## src/rtl/ahb3lite_csr_slave.sv

```systemverilog
// AHB3-lite CSR responder: NRW read/write control registers driven out, NRO read-only status inputs.
// Optional CSR_WAIT_EN inserts WAIT_CYC wait states before every non-error data phase.
module ahb3lite_csr_slave #(
  parameter int unsigned NRW      = 4,
  parameter int unsigned NRO      = 4,
  parameter int unsigned AW       = 8,
  parameter int unsigned WAIT_CYC = 2
) (
  input  logic              CLK,
  input  logic              RESETn,
  input  logic              HSEL,
  input  logic [AW-1:0]     HADDR,
  input  logic [31:0]       HWDATA,
  input  logic [1:0]        HTRANS,
  input  logic [2:0]        HSIZE,
  input  logic [2:0]        HBURST,
  input  logic [3:0]        HPROT,
  input  logic              HWRITE,
  input  logic              HREADY,
  output logic              HREADYOUT,
  output logic              HRESP,
  output logic [31:0]       HRDATA,
  output logic [32*NRW-1:0] REG_O,
  input  logic [32*NRO-1:0] REG_I,
  output logic [NRW-1:0]    WR_STB
);
  localparam int unsigned IW = AW - 2;
`ifdef CSR_WAIT_EN
  localparam bit WAIT_EN = 1'b1;
`else
  localparam bit WAIT_EN = 1'b0;
`endif

  typedef enum logic [2:0] {S_IDLE, S_WAIT, S_DATA, S_ERR1, S_ERR2} state_t;

  function automatic logic [3:0] lane_mask(input logic [2:0] size, input logic [1:0] lo);
    logic [3:0] m;
    case (size)
      3'd0:    m = 4'b0001 << lo;
      3'd1:    m = lo[1] ? 4'b1100 : 4'b0011;
      default: m = 4'b1111;
    endcase
    return m;
  endfunction

  function automatic logic [31:0] merge_lanes(input logic [31:0] old, input logic [31:0] wdat,
                                              input logic [3:0] m);
    logic [31:0] r;
    for (int b = 0; b < 4; b++) r[8*b +: 8] = m[b] ? wdat[8*b +: 8] : old[8*b +: 8];
    return r;
  endfunction

  function automatic logic xfer_err(input logic [2:0] size, input logic [AW-1:0] addr, input logic wr);
    logic misal;
    case (size)
      3'd0:    misal = 1'b0;
      3'd1:    misal = addr[0];
      3'd2:    misal = addr[1] | addr[0];
      default: misal = 1'b1;
    endcase
    return misal || (32'(addr[AW-1:2]) >= NRW + NRO) || (wr && (32'(addr[AW-1:2]) >= NRW));
  endfunction

  state_t        state_q, state_d;
  logic [31:0]   rw_q [NRW];
  logic [IW-1:0] idx_p1;
  logic [3:0]    mask_p1;
  logic          write_p1;
  logic [31:0]   rdata_p1;
  logic [3:0]    wcnt_q;
  logic [NRW-1:0] stb_q;
  logic [IW-1:0] idx_a;
  logic          accept, err_a, wr_now;
  logic [31:0]   old_val, wr_val, rd_val;
  logic          unused_ok;

  assign unused_ok = ^{HBURST, HPROT, HTRANS[0]};
  assign idx_a     = HADDR[AW-1:2];
  assign accept    = HSEL & HREADY & HTRANS[1] & HREADYOUT;
  assign err_a     = xfer_err(HSIZE, HADDR, HWRITE);
  assign wr_now    = (state_q == S_DATA) && write_p1;

  // A write completing this cycle is forwarded so a read accepted now sees the new value.
  always_comb begin
    old_val = '0;
    rd_val  = '0;
    for (int i = 0; i < int'(NRW); i++)
      if (idx_p1 == IW'(i)) old_val = rw_q[i];
    wr_val = merge_lanes(old_val, HWDATA, mask_p1);
    for (int i = 0; i < int'(NRW); i++)
      if (idx_a == IW'(i)) rd_val = (wr_now && idx_p1 == IW'(i)) ? wr_val : rw_q[i];
    for (int j = 0; j < int'(NRO); j++)
      if (idx_a == IW'(int'(NRW) + j)) rd_val = REG_I[32*j +: 32];
  end

  always_ff @(posedge CLK or negedge RESETn) begin
    if (!RESETn) state_q <= S_IDLE;
    else         state_q <= state_d;
  end

  always_comb begin
    state_d = state_q;
    case (state_q)
      S_WAIT:  if (wcnt_q == '0) state_d = S_DATA;
      S_ERR1:  state_d = S_ERR2;
      default: begin
        if (!accept)                          state_d = S_IDLE;
        else if (err_a)                       state_d = S_ERR1;
        else if (WAIT_EN && (WAIT_CYC != 0))  state_d = S_WAIT;
        else                                  state_d = S_DATA;
      end
    endcase
  end

  always_comb begin
    HREADYOUT = !((state_q == S_WAIT) || (state_q == S_ERR1));
    HRESP     = (state_q == S_ERR1) || (state_q == S_ERR2);
    HRDATA    = ((state_q == S_DATA) && !write_p1) ? rdata_p1 : '0;
  end

  // address phase -> data phase (_p1)
  always_ff @(posedge CLK or negedge RESETn) begin
    if (!RESETn) begin
      idx_p1   <= '0;
      mask_p1  <= '0;
      write_p1 <= 1'b0;
      rdata_p1 <= '0;
      wcnt_q   <= '0;
      stb_q    <= '0;
      for (int i = 0; i < int'(NRW); i++) rw_q[i] <= '0;
    end else begin
      stb_q <= '0;
      if (wr_now)
        for (int i = 0; i < int'(NRW); i++)
          if (idx_p1 == IW'(i)) begin
            rw_q[i]  <= wr_val;
            stb_q[i] <= 1'b1;
          end
      if (state_q == S_WAIT) wcnt_q <= wcnt_q - 4'd1;
      if (accept) begin
        idx_p1   <= idx_a;
        mask_p1  <= lane_mask(HSIZE, HADDR[1:0]);
        write_p1 <= HWRITE;
        rdata_p1 <= HWRITE ? 32'h0 : rd_val;
        wcnt_q   <= 4'(WAIT_CYC - 1);
      end
    end
  end

  for (genvar g = 0; g < int'(NRW); g++) begin : g_rego
    assign REG_O[32*g +: 32] = rw_q[g];
  end
  assign WR_STB = stb_q;

endmodule

```

## config.mk

```make
export PLATFORM = sky130hd
export DESIGN_NAME = ahb3lite_csr_slave
export DESIGN_NICKNAME = d
export VERILOG_FILES = /design/src/rtl/ahb3lite_csr_slave.sv
export SDC_FILE = /design/constraint.sdc
export NUM_CORES = 1
export LEC_CHECK = 0
export ABC_CLOCK_PERIOD_IN_PS = 4100
export BUFFER_PORTS_ARGS = -buffer_cell sky130_fd_sc_hd__buf_2
export CAP_MARGIN = 10
export CORE_UTILIZATION = 45
export DETAILED_ROUTE_END_ITERATION = 10
export PLACE_DENSITY = 0.69
export SLEW_MARGIN = 25
export SYNTH_ARGS = -nofsm -noshare
export SYNTH_HDL_FRONTEND = slang
export SYNTH_SLANG_ARGS = --single-unit
```

## constraint.sdc

```tcl
create_clock -name CLK -period 4.1 [get_ports CLK]
set_input_delay 0.41 -clock CLK [delete_from_list [all_inputs] [get_ports CLK]]
set_output_delay 0.41 -clock CLK [all_outputs]
set_load 0.01 [all_outputs]
```

==> run summary, run 1 <==
The proportion of layout cells with a drive suffix above 1 came out at 0.321. The category of the worst setup path capture point is a flop. The worst max-slew margin expressed relative to the limit came out at 0.365. After detailed routing, the total wire length is 43200 um. The number of CTS-inserted buffers came out at 17. The number of nets in the final layout came out at 1654. The clock root buffer is sky130_fd_sc_hd__clkbuf_16.

The count of TritonRoute iterations in the first routing pass came out at 5. The number of library cell types mapped by synthesis came out at 70. The area growth from synthesis to final layout came out at 22.7%. In the synthesized netlist the dominant register cell turns out to be sky130_fd_sc_hd__dfrtp_1. The mean area per synthesized cell is 9.35 um2. The post-CTS resize count is 0. The complex-gate fraction of the synthesized area came to 0.288. The path length in cells of the critical path came out at 7. The average wire per standard cell is 24.0 um. Counting I/O delays and the setup requirement, the final critical path takes 3460 ps. Global routing finished with a remaining overflow of 0. Between clock sinks in the finished design, the worst skew comes to 13.6 ps. After detailed routing, the number of remaining DRC violations is 0. The number of antenna-violating nets in the routed design is 0.

In this run the power density over the cells is 499 mW/mm2. The setup TNS is 0 ps. The async set or reset register ratio after synthesis is 1.00. The mux contribution to synthesized area came out at 0.0988. The area of the mapped netlist is 0.0110 mm2. The initial antenna violation count is 2.

The slew at the pin closest to its max-slew limit is 947 ps. The worst reg-to-reg setup slack is 640 ps. The data arrival time of the worst path came out at 3740 ps. The via count of the first global-routing pass came to 10400. The H-tree depth came out at 4. In this run, synthesis inferred 0 flip-flops with an integrated enable. Prior to clock tree synthesis, the placed netlist has a worst setup slack of 741 ps.

The net count of the mapped netlist came out at 1367. The CTS sink count came out at 182. The peak supply drop came out at 299 uV.

The sequential share of the synthesized area is 0.413. In this run the worst path has a maximum fanout of 22. In the synthesized netlist, the number of instances is 1181. The required time of the critical path is 4380 ps.

The flow ran to the end, but the final reports show violations. For this configuration, the core starts out at a cell density of 0.465. The boundary pin count is 351. The flop and latch count out of synthesis came out at 182. The reported max-cap violation count came out at 0.

By area the synthesized netlist is led by sky130_fd_sc_hd__dfrtp_1 41%, sky130_fd_sc_hd__a21oi_1 5.9%, sky130_fd_sc_hd__nor2_1 4.9%. The die span in y is 159 um. Setup violations remaining at the end of the flow were counted as 0.

Counting stages on the worst path, the most repeated cell is sky130_fd_sc_hd__a211oi_1. The count of final max-slew check failures came out at 0. The longest clock path from root to sink contains 2 buffers.

The largest total area in the synthesized netlist belongs to sky130_fd_sc_hd__dfrtp_1. The first-pass GRT wire length came out at 63100 um. The count of standard-cell rows came out at 56. Summed over all cells, the static leakage comes to 0.00545 uW. Traced cell by cell, the critical path runs through nor2b_1 -> nand3_2 -> clkinv_1 -> a21oi_1 -> a211oi_1 -> and3_1 -> a211oi_1. The post-route clock period utilization is 0.844. Counting both buffers and inverters, the worst setup path holds a total of 1. The share of synthesized area in the top cell type comes to 0.413.

The number of warnings issued by yosys came out at 0. The number of buffers inserted by port buffering came out at 342. The area share of xor/xnor cells in the synthesized design is 0.00159. The checks that failed: hold timing. The worst setup path is launched from a flop. Using the TritonRoute via totals, the vias-per-cell ratio works out to 6.35. Setup repair after global routing left no endpoint under its margin.

The placeable core region is 0.0238 mm2. The tightest min-delay check is of the in2async type. After clock tree synthesis, the setup repair step added 0 buffers. In this run, post-CTS hold repair placed 0 buffers. The routability-driven placement congestion ratio is 0.933. The worst setup path is of the reg2reg kind.

The kind of cell adding the most delay to the critical path is simple AND/OR/NAND/NOR gates. The slowest cell on the critical path is sky130_fd_sc_hd__a211oi_1. The hold slack is -2.24 ps. The total die area came out at 0.0252 mm2. Of the total synthesized cell area, the portion taken by full adders, half adders and majority gates is 0.00113. The routed layout has 11400 vias. For this run, the total global-route usage over all layers was measured as 0.345. The maximum number of pins on one net before global-route repair came out at 80.

The dominant combinational cell family by area after synthesis is compound AO/OA/AOI/OAI gates. Counting cells, the worst reg-to-reg path comes to 7. The final count of hold timing violations is 1. The maximum operating frequency came out at 0.289 GHz.

The wire-length estimate of the detail-placed layout is 30800 um. The die is 159 um wide. The initial detailed-routing violation count came out at 1080. The clock insertion delay at the later pin of the skew report came out at 450 ps. The stage delay of the slowest cell on the critical path came out at 830 ps. The clock-pin slew of the registers on the worst-case setup and hold paths is 70 ps. The post-route worst setup slack came out at 640 ps. The CTS tree is yes. Of the total synthesized cell area, the portion taken by AND, OR, NAND and NOR gates is 0.146.
[Yosys cell counts (8+ instances only)]
| cell type | n |
|---|---|
| sky130_fd_sc_hd__dfrtp_1 | 182 |
| sky130_fd_sc_hd__nor2_1 | 144 |
| sky130_fd_sc_hd__a21oi_1 | 130 |
| sky130_fd_sc_hd__nand2_1 | 77 |
| sky130_fd_sc_hd__clkbuf_1 | 63 |
| sky130_fd_sc_hd__o21ai_0 | 58 |
| sky130_fd_sc_hd__a31oi_1 | 51 |
| sky130_fd_sc_hd__and2_1 | 50 |
| sky130_fd_sc_hd__a221oi_1 | 43 |
| sky130_fd_sc_hd__o22ai_1 | 38 |
| sky130_fd_sc_hd__o211ai_1 | 35 |
| sky130_fd_sc_hd__a211oi_1 | 30 |
| sky130_fd_sc_hd__buf_2 | 29 |
| sky130_fd_sc_hd__mux2i_1 | 22 |
| sky130_fd_sc_hd__a22oi_1 | 21 |
| sky130_fd_sc_hd__nand3_1 | 17 |
| sky130_fd_sc_hd__mux4_1 | 16 |
| sky130_fd_sc_hd__mux4_2 | 16 |
| sky130_fd_sc_hd__o2111ai_1 | 13 |
| sky130_fd_sc_hd__inv_1 | 9 |
| sky130_fd_sc_hd__mux2_2 | 8 |
| sky130_fd_sc_hd__or2_1 | 8 |
[flip-flops by register name, summed over array words and instances, names as in the netlist]
name / flops
WR_STB: 4
write_p1: 1
rdata_p1: 32
mask_p1: 4
idx_p1: 6
state_q: 3
REG_O: 128
wcnt_q: 4
[metrics by stage]
stage | hold slack [ps] | std cells | util | area (um2) | power [uW]
detailed placement | 476 | 1768 | 0.545 | 12900 | 5060
global route | 29.6 | 1802 | 0.570 | 13500 | 7070
finish | -2.24 | 1802 | 0.570 | 13500 | 6750
floorplan | 114 | 1181 | - | 11000 | 4080
global placement | 462 | 1768 | 0.545 | 12900 | 5010
CTS | 17.8 | 1800 | 0.570 | 13500 | 6710
[power breakdown]
group / internal [uW] / switching (uW) / total [uW]
registers: 2190 / 484 / 2680
clock network: 905 / 765 / 1670
logic: 962 / 1450 / 2410
total: 4060 / 2690 / 6750
[layout by cell type, fill, tap and decap left out, types with 5 or more instances in the layout]
master	n
sky130_fd_sc_hd__buf_2	341
sky130_fd_sc_hd__dfrtp_1	180
sky130_fd_sc_hd__nor2_1	140
sky130_fd_sc_hd__a21oi_1	130
sky130_fd_sc_hd__nand2_1	77
sky130_fd_sc_hd__o21ai_0	58
sky130_fd_sc_hd__a31oi_1	51
sky130_fd_sc_hd__and2_1	50
sky130_fd_sc_hd__a221oi_1	43
sky130_fd_sc_hd__o22ai_1	38
sky130_fd_sc_hd__o211ai_1	35
sky130_fd_sc_hd__buf_4	33
sky130_fd_sc_hd__a211oi_1	30
sky130_fd_sc_hd__mux2i_1	22
sky130_fd_sc_hd__a22oi_1	21
sky130_fd_sc_hd__nand3_1	17
sky130_fd_sc_hd__clkbuf_16	17
sky130_fd_sc_hd__mux4_2	16
sky130_fd_sc_hd__mux4_1	16
sky130_fd_sc_hd__o2111ai_1	13
sky130_fd_sc_hd__inv_1	8
sky130_fd_sc_hd__or2_1	8
sky130_fd_sc_hd__mux2_2	8
sky130_fd_sc_hd__nand2b_1	6
sky130_fd_sc_hd__a22oi_2	6
sky130_fd_sc_hd__nor2b_1	5
sky130_fd_sc_hd__or2_2	5
sky130_fd_sc_hd__a21oi_2	5
sky130_fd_sc_hd__a221oi_2	5
sky130_fd_sc_hd__clkinv_4	5
[area by class of cell]
class                           instances  area (um2)
Antenna cell                            2        5.00
Clock buffer                           18         429
Clock inverter                         14         154
Fill cell                            2114       10200
Inverter                               11        41.3
Multi-Input combinational cell        880        5970
Sequential cell                       182        4560
Tap cell                              319         399
Timing Repair Buffer                  376        1990
[path summary, 6_finish.rpt]
| kind | from | to |
|---|---|---|
| worst max-delay path | idx_p1[1]$_DFFE_PN0P_ | rdata_p1[15]$_DFFE_PN0P_ |
| worst min-delay path | RESETn | REG_O[56]$_DFFE_PN0P_ |
| worst max register to register | idx_p1[1]$_DFFE_PN0P_ | rdata_p1[15]$_DFFE_PN0P_ |
| worst min register to register | rdata_p1[30]$_DFFE_PN0P_ | rdata_p1[30]$_DFFE_PN0P_ |
| max in group asynchronous | RESETn | idx_p1[0]$_DFFE_PN0P_ |
| min in group CLK | HWRITE | write_p1$_DFFE_PN0P_ |
[routing by layer]
| layer | routed length (um) | global-route usage |
|---|---|---|
| met1 | 18100 | 0.491 |
| met5 | 0 | 0 |
| met2 | 18800 | 0.495 |
| met3 | 5060 | 0.103 |
| met4 | 1200 | 0.121 |
[logic make-up (layout without fill, tap and decap cells)]
family                     count (synthesis)  in the layout
AOI/OAI and AO/OA                        476            476
and+or+nand+nor                          339            339
DFF                                      182            182
buffers and inverters                    119            419
muxes                                     62             62
xor gates and xnor gates                   2              2
adders and majority gates                  1              1
other                                      0              2
Power figures use the tool's default switching activity.
==> run 2, diff against run 1 <==
--- a/config.mk
+++ b/config.mk
@@ -5,7 +5,7 @@
 export SDC_FILE = /design/constraint.sdc
 export NUM_CORES = 1
 export LEC_CHECK = 0
-export ABC_CLOCK_PERIOD_IN_PS = 4100
+export ABC_CLOCK_PERIOD_IN_PS = 3500
 export BUFFER_PORTS_ARGS = -buffer_cell sky130_fd_sc_hd__buf_2
 export CAP_MARGIN = 10
 export CORE_UTILIZATION = 45
==> constraint.sdc (replaced) <==
create_clock -name CLK -period 3.5 [get_ports CLK]
set_input_delay 0.35 -clock CLK [delete_from_list [all_inputs] [get_ports CLK]]
set_output_delay 0.35 -clock CLK [all_outputs]
set_load 0.01 [all_outputs]
==> run summary, run 2 (synthesis gave the netlist of run 1 again) <==
Result of the run: complete, no violations (was complete, but fails checks). The stage delay of the slowest cell on the critical path came out at 750 ps (was 830 ps). The count of standard-cell rows is 56 (unchanged). The category of the worst setup path capture point was a flop (unchanged). The post-route clock period utilization came out at 0.872 (was 0.844). The final count of hold timing violations came out at 0 (was 1). The number of CTS-inserted buffers came out at 17 (unchanged). The number of flip-flops in the largest register is 128 (unchanged). The count of final max-slew check failures came out at 0 (unchanged).

The slowest cell on the critical path is sky130_fd_sc_hd__nor4bb_4 (was sky130_fd_sc_hd__a211oi_1). The slew at the pin closest to its max-slew limit is 796 ps (was 947 ps). The die width came out at 159 um (unchanged).

The worst min-delay path category is in2reg (was in2async). The post-CTS setup buffer count came to 0 (unchanged). The CTS tree is yes (unchanged). Commonest cells after routing, fill and taps aside: 341 x sky130_fd_sc_hd__buf_2, 180 x sky130_fd_sc_hd__dfrtp_1, 140 x sky130_fd_sc_hd__nor2_1 (unchanged). The routability-driven placement congestion ratio came to 0.942 (was 0.933). The via total after detailed routing came out at 11500 (was 11400). The number of buffers inserted by port buffering is 342 (unchanged).

The final number of setup-violating endpoints was 0 (unchanged). The maximum number of pins on one net before global-route repair came out at 85 (was 80). The area growth from synthesis to final layout came out at 24.9% (was 22.7%). The clock-pin slew of the registers on the worst-case setup and hold paths is 70 ps (about the same). The CTS sink count came out at 182 (unchanged). The kind of cell adding the most delay to the critical path is simple AND/OR/NAND/NOR gates (unchanged).

The via count of the first global-routing pass came out at 10700 (was 10400). Cells along the critical path: nor4bb_4 -> and3_2 -> a21oi_1 -> a221o_1 -> a211oi_1 -> o21ai_1 (was nor2b_1 -> nand3_2 -> clkinv_1 -> a21oi_1 -> a211oi_1 -> and3_1 -> a211oi_1). The global-route congestion overflow total is 0 (unchanged). The placeable core region is 0.0238 mm2 (unchanged). The initial antenna violation count is 2 (unchanged). The required time of the critical path came out at 3790 ps (was 4380 ps). The startpoint type of the worst setup path was a flop (unchanged).

The HPWL reported at the end of detailed placement came out at 31700 um (was 30800 um). The initial detailed-routing violation count is 1236 (was 1080). The total DRC errors in the routed layout is 0 (unchanged). The total die area came out at 0.0252 mm2 (unchanged).

The via density per instance came out at 6.34 (was 6.35). The overall power of the completed layout came out at 8110 uW (was 6750 uW). The number of antenna-violating nets in the routed design is 0 (unchanged). The setup TNS is 0 ps (unchanged). The clock root buffer is sky130_fd_sc_hd__clkbuf_16 (unchanged). The first-pass GRT wire length came out at 65400 um (was 63100 um). The overall routing resource usage is 0.355 (was 0.345). The shortest period the worst path allows came out at 3050 ps (was 3460 ps). The number of nets in the final layout is 1672 (was 1654). The combined buffer and inverter count along the critical path came to 0 (was 1).

The maximum root-to-sink buffer count came out at 2 (unchanged). The reported max-cap violation count came out at 0 (unchanged). The die span in y is 159 um (unchanged). The most common cell after layout, fill and taps aside is sky130_fd_sc_hd__buf_2 (unchanged). The starting density of the core is 0.465 (unchanged). The count of TritonRoute iterations in the first routing pass came out at 5 (unchanged). The worst max-slew margin expressed relative to the limit came to 0.469 (was 0.365). The post-route clock skew is 15.0 ps (was 13.6 ps). The clock insertion delay at the later pin of the skew report came out at 440 ps (was 450 ps). The power density normalized to cell area is 588 mW/mm2 (was 499 mW/mm2). The boundary pin count came out at 351 (unchanged).

The classification of the worst setup path was reg2reg (unchanged). The total of fill cells in the finished design is 2087 (was 2114). Setup repair after global routing missed its margin: false (unchanged). The average wire per standard cell is 24.4 um (was 24.0 um). The wire length reported by the detailed router came out at 44400 um (was 43200 um). The data arrival time of the worst path came to 3350 ps (was 3740 ps). The maximum fanout encountered on the critical timing path came out at 17 (was 22). The peak supply drop came out at 346 uV (was 299 uV). The proportion of layout cells with a drive suffix above 1 is 0.329 (was 0.321). The maximum operating frequency is 0.328 GHz (was 0.289 GHz). The leakage power figure came out at 0.00557 uW (was 0.00545 uW). The H-tree depth came out at 4 (unchanged).
[run 2: cell types whose count changed in the layout (fill, tap and decap cells not counted)]
cell | before | now
sky130_fd_sc_hd__buf_4 | 33 | 44
sky130_fd_sc_hd__buf_12 | 1 | 7
sky130_fd_sc_hd__clkinv_4 | 5 | 1
sky130_fd_sc_hd__inv_6 | 1 | 4
sky130_fd_sc_hd__clkinv_2 | 3 | 1
sky130_fd_sc_hd__clkinvlp_4 | 2 | 4
sky130_fd_sc_hd__bufinv_16 | 2 | 3
sky130_fd_sc_hd__clkbuf_1 | 1 | 0
sky130_fd_sc_hd__diode_2 | 2 | 3
sky130_fd_sc_hd__dlygate4sd3_1 | 0 | 1
sky130_fd_sc_hd__inv_8 | 1 | 2
sky130_fd_sc_hd__nor2_2 | 4 | 5
sky130_fd_sc_hd__nor2_4 | 2 | 1
[run 2: per-stage QoR]
stage	instances	area [um2]	setup slack (ps)	hold WS, ps	util
6_report	1821	13800	447	184	0.580
5_1_grt	1820	13800	270	199	0.580
4_1_cts	1818	13800	498	181	0.580
3_5_place_dp	1785	13200	513	390	0.554
3_3_place_gp	1785	13200	544	387	0.554
2_1_floorplan	1181	11000	1210	54.4	-
[run 2: power breakdown]
group / total (uW) / leakage, uW / internal, uW / switching [uW]
Combinational: 2900 / 0.00337 / 1180 / 1720
Sequential: 3150 / 0.00191 / 2570 / 582
Clock: 2060 / 0.000291 / 1140 / 915
Total: 8110 / 0.00557 / 4890 / 3220
[run 2: worst reg2reg max path, cell delays in order, from the launching register on]
cell and delay [ps]:
sky130_fd_sc_hd__dfrtp_1 450, sky130_fd_sc_hd__nor4bb_4 750, sky130_fd_sc_hd__and3_2 530, sky130_fd_sc_hd__a21oi_1 150, sky130_fd_sc_hd__a221o_1 340, sky130_fd_sc_hd__a211oi_1 550, sky130_fd_sc_hd__o21ai_1 150
[run 2: cell type report]
| class | instances | area [um2] | area share |
|---|---|---|---|
| Timing Repair Buffer | 394 | 2200 | 0.159 |
| Tap cell | 319 | 399 | 0.0289 |
| Clock buffer | 17 | 425 | 0.0309 |
| Sequential cell | 182 | 4560 | 0.331 |
| Inverter | 11 | 41.3 | 0.00299 |
| Clock inverter | 15 | 191 | 0.0139 |
| Antenna cell | 3 | 7.51 | 0.000545 |
| Multi-Input combinational cell | 880 | 5970 | 0.433 |
[run 2: final timing paths]
| kind | slack [ps] | end | cells after the start | startpoint |
|---|---|---|---|---|
| max reg2reg | 450 | rdata_p1[30]$_DFFE_PN0P_ | 6 | state_q[2]$_DFFE_PN0P_ |
| max in group asynchronous | 2030 | idx_p1[0]$_DFFE_PN0P_ | 3 | RESETn |
| min | 180 | idx_p1[4]$_DFFE_PN0P_ | 3 | HADDR[6] |
| min reg2reg | 500 | rdata_p1[20]$_DFFE_PN0P_ | 2 | rdata_p1[20]$_DFFE_PN0P_ |
| max | 450 | rdata_p1[30]$_DFFE_PN0P_ | 6 | state_q[2]$_DFFE_PN0P_ |
| min in group asynchronous | 470 | WR_STB[1]$_DFF_PN0_ | 2 | RESETn |
[run 2: what timing repair did]
action	4_1_cts	5_1_grt
gates resized for setup	0	0
hold buffers	1	0
endpoints found under the hold margin	61	0
[run 2: layer usage]
| layer | part of all wire | GRT usage | wire (um) |
|---|---|---|---|
| met2 | 0.44 | 0.514 | 19400 |
| met1 | 0.42 | 0.523 | 18600 |
| met5 | 0 | 0 | 0 |
| met3 | 0.12 | 0.0849 | 5160 |
| met4 | 0.027 | 0.109 | 1200 |
==> run 3, diff against run 2 <==
--- a/config.mk
+++ b/config.mk
@@ -8,9 +8,9 @@
 export ABC_CLOCK_PERIOD_IN_PS = 3500
 export BUFFER_PORTS_ARGS = -buffer_cell sky130_fd_sc_hd__buf_2
 export CAP_MARGIN = 10
-export CORE_UTILIZATION = 45
+export CORE_UTILIZATION = 41
 export DETAILED_ROUTE_END_ITERATION = 10
-export PLACE_DENSITY = 0.69
+export PLACE_DENSITY = 0.64
 export SLEW_MARGIN = 25
 export SYNTH_ARGS = -nofsm -noshare
 export SYNTH_HDL_FRONTEND = slang
==> run summary, run 3 (synthesis gave the netlist of run 1 again) <==
The maximum number of pins on one net before global-route repair is 82 (was 85). The most congested layer reported by global routing is met2 (was met1). The post-CTS setup buffer count came out at 0 (unchanged). The average wire per standard cell was 24.1 um (was 24.4 um). The count of final max-slew check failures came out at 0 (unchanged). The number of CTS-inserted buffers came out at 17 (unchanged).

The via total after detailed routing is 11400 (was 11500). The sink of the worst hold path is write_p1$_DFFE_PN0P_ (was idx_p1[4]$_DFFE_PN0P_). The total die area is 0.0276 mm2 (was 0.0252 mm2).

The maximum operating frequency is 0.319 GHz (was 0.328 GHz). The post-route worst setup slack is 361 ps (was 447 ps). The category of the worst setup path capture point is a flop (unchanged).

The total DRC errors in the routed layout came out at 13 (was 0). The classification of the worst setup path is reg2reg (unchanged). The number of nets in the final layout came out at 1673 (was 1672). The CTS sink count is 182 (unchanged). The post-route clock skew came out at 12.9 ps (was 15.0 ps). The clock insertion delay at the later pin of the skew report came out at 440 ps (about the same). The boundary pin count is 351 (unchanged). The beginning of the worst hold path is HWRITE (was HADDR[6]). The number of buffers inserted by port buffering is 342 (unchanged). The met2 track utilization from global routing is 0.466 (was 0.514). The launch point of the worst reg-to-reg path is idx_p1[0]$_DFFE_PN0P_ (was state_q[2]$_DFFE_PN0P_). The first-pass GRT wire length came to 66300 um (was 65400 um). Result of the run: complete, but fails checks (was complete, no violations). The via density per instance is 6.20 (was 6.34). The peak supply drop came to 421 uV (was 346 uV). The most common cell after layout, fill and taps aside is sky130_fd_sc_hd__buf_2 (unchanged).

The initial antenna violation count came out at 3 (was 2). The number of flip-flops in the largest register came out at 128 (unchanged). The maximum root-to-sink buffer count is 2 (unchanged). The proportion of layout cells with a drive suffix above 1 is 0.330 (was 0.329).

The worst max-slew margin expressed relative to the limit came out at 0.350 (was 0.469). The die width came out at 166 um (was 159 um). The shortest period the worst path allows is 3140 ps (was 3050 ps).

The HPWL reported at the end of detailed placement was 32200 um (was 31700 um). The setup TNS is 0 ps (unchanged). The destination of the worst register-to-register timing path was rdata_p1[14]$_DFFE_PN0P_ (was rdata_p1[30]$_DFFE_PN0P_).

Commonest cells after routing, fill and taps aside: 341 x sky130_fd_sc_hd__buf_2, 180 x sky130_fd_sc_hd__dfrtp_1, 140 x sky130_fd_sc_hd__nor2_1 (unchanged). The power density normalized to cell area came out at 584 mW/mm2 (was 588 mW/mm2). The maximum fanout encountered on the critical timing path came out at 23 (was 17).

The data arrival time of the worst path was 3440 ps (was 3350 ps). The placeable core region was 0.0262 mm2 (was 0.0238 mm2). The met3 layer usage reported by global route came out at 0.0894 (was 0.0849). The worst-case reg-to-reg path depth is 6 (unchanged). The final count of hold timing violations is 0 (unchanged). The count of TritonRoute iterations in the first routing pass is 8 (was 5). The overall routing resource usage came to 0.318 (was 0.355).

The startpoint type of the worst setup path is a flop (unchanged). The count of standard-cell rows is 59 (was 56). The hold slack came out at 184 ps (about the same).

The worst reg-to-reg setup slack is 360 ps (was 450 ps). Setup repair after global routing missed its margin: false (unchanged). The clock-pin slew of the registers on the worst-case setup and hold paths was 80 ps (was 70 ps). The number of antenna-violating nets in the routed design came out at 0 (unchanged).

The post-route clock period utilization is 0.897 (was 0.872). The global-route congestion overflow total is 0 (unchanged). The total of fill cells in the finished design is 2445 (was 2087).

The worst min-delay path category is in2reg (unchanged). The leakage power figure was 0.00557 uW (about the same). The share of the core filled with cells in the final layout came out at 0.526 (was 0.580). The initial detailed-routing violation count came out at 1223 (was 1236).

The number of placed cells counting well taps came out at 1802 (was 1785). The slew at the pin closest to its max-slew limit is 975 ps (was 796 ps). The die span in y came out at 166 um (was 159 um). The wire length reported by the detailed router is 44300 um (was 44400 um). The starting density of the core came out at 0.421 (was 0.465). The final reports fail on DRC. The area growth from synthesis to final layout came out at 24.8% (was 24.9%). The clock root buffer was sky130_fd_sc_hd__clkbuf_16 (unchanged). The routability-driven placement congestion ratio is 0.950 (was 0.942). The required time of the critical path is 3800 ps (was 3790 ps). The reported max-cap violation count came out at 0 (unchanged).

The H-tree depth came out at 4 (unchanged). The via count of the first global-routing pass came out at 10700 (about the same). The CTS tree is yes (unchanged). The hold path depth came to 3 (unchanged). The count of non-filler cells in the finished layout is 1836 (was 1821). The final number of setup-violating endpoints came out at 0 (unchanged).

The met1 track demand over resource in global routing was 0.455 (was 0.523). The worst setup timing slack at the placement stage came out at 413 ps (was 513 ps).
## run 3: critical path, cell delays in order (launching register included)
cell and delay (ps):
sky130_fd_sc_hd__dfrtp_2 830, sky130_fd_sc_hd__buf_4 410, sky130_fd_sc_hd__mux4_2 540, sky130_fd_sc_hd__a22oi_1 360, sky130_fd_sc_hd__a21oi_1 150, sky130_fd_sc_hd__a221oi_1 510, sky130_fd_sc_hd__o211ai_1 190
## run 3: timing repair
item | in CTS | in global routing
hold buffers | 1 | 0
endpoints found under the setup margin | 0 | 0
endpoints found under the hold margin | 4 | 0
resized for setup | 0 | 0
## run 3: power breakdown
part	internal, uW	switching [uW]	total, uW
Clock	1150	875	2030
Sequential	2570	570	3140
Combinational	1160	1720	2880
Total	4880	3160	8040
## run 3: layer usage
metal,vias to the layer above,share of wire
li1,5119,-
met1,5542,0.43
met2,663,0.44
met3,59,0.11
met4,2,0.023
met5,-,0.00020
## run 3: worst max path at each step
stage	from	endpoint	slack, ps
2_1_floorplan	idx_p1[3]$_DFFE_PN0P_	rdata_p1[26]$_DFFE_PN0P_	1210
3_3_place_gp	idx_p1[0]$_DFFE_PN0P_	rdata_p1[14]$_DFFE_PN0P_	430
3_5_place_dp	idx_p1[0]$_DFFE_PN0P_	rdata_p1[14]$_DFFE_PN0P_	410
4_1_cts	idx_p1[0]$_DFFE_PN0P_	rdata_p1[14]$_DFFE_PN0P_	380
5_1_grt	idx_p1[0]$_DFFE_PN0P_	rdata_p1[30]$_DFFE_PN0P_	170
6_report	idx_p1[0]$_DFFE_PN0P_	rdata_p1[14]$_DFFE_PN0P_	360
## run 3: metrics by stage
step,power [uW],cell area (um2)
detailed placement,6000,13200
CTS,8020,13800
global placement,5940,13200
global route,8420,13800
finish,8040,13800
floorplan,4780,11000
## run 3: layout make-up
type / count / area [um2] / share of cell area
inverter: 11 / 41.3 / 0.00300
clock buffer: 18 / 439 / 0.0319
multi-input combinational: 880 / 5970 / 0.433
antenna: 2 / 5.00 / 0.000363
timing repair buffer: 395 / 2180 / 0.158
clock inverter: 13 / 173 / 0.0125
tap: 335 / 419 / 0.0304
sequential: 182 / 4560 / 0.331
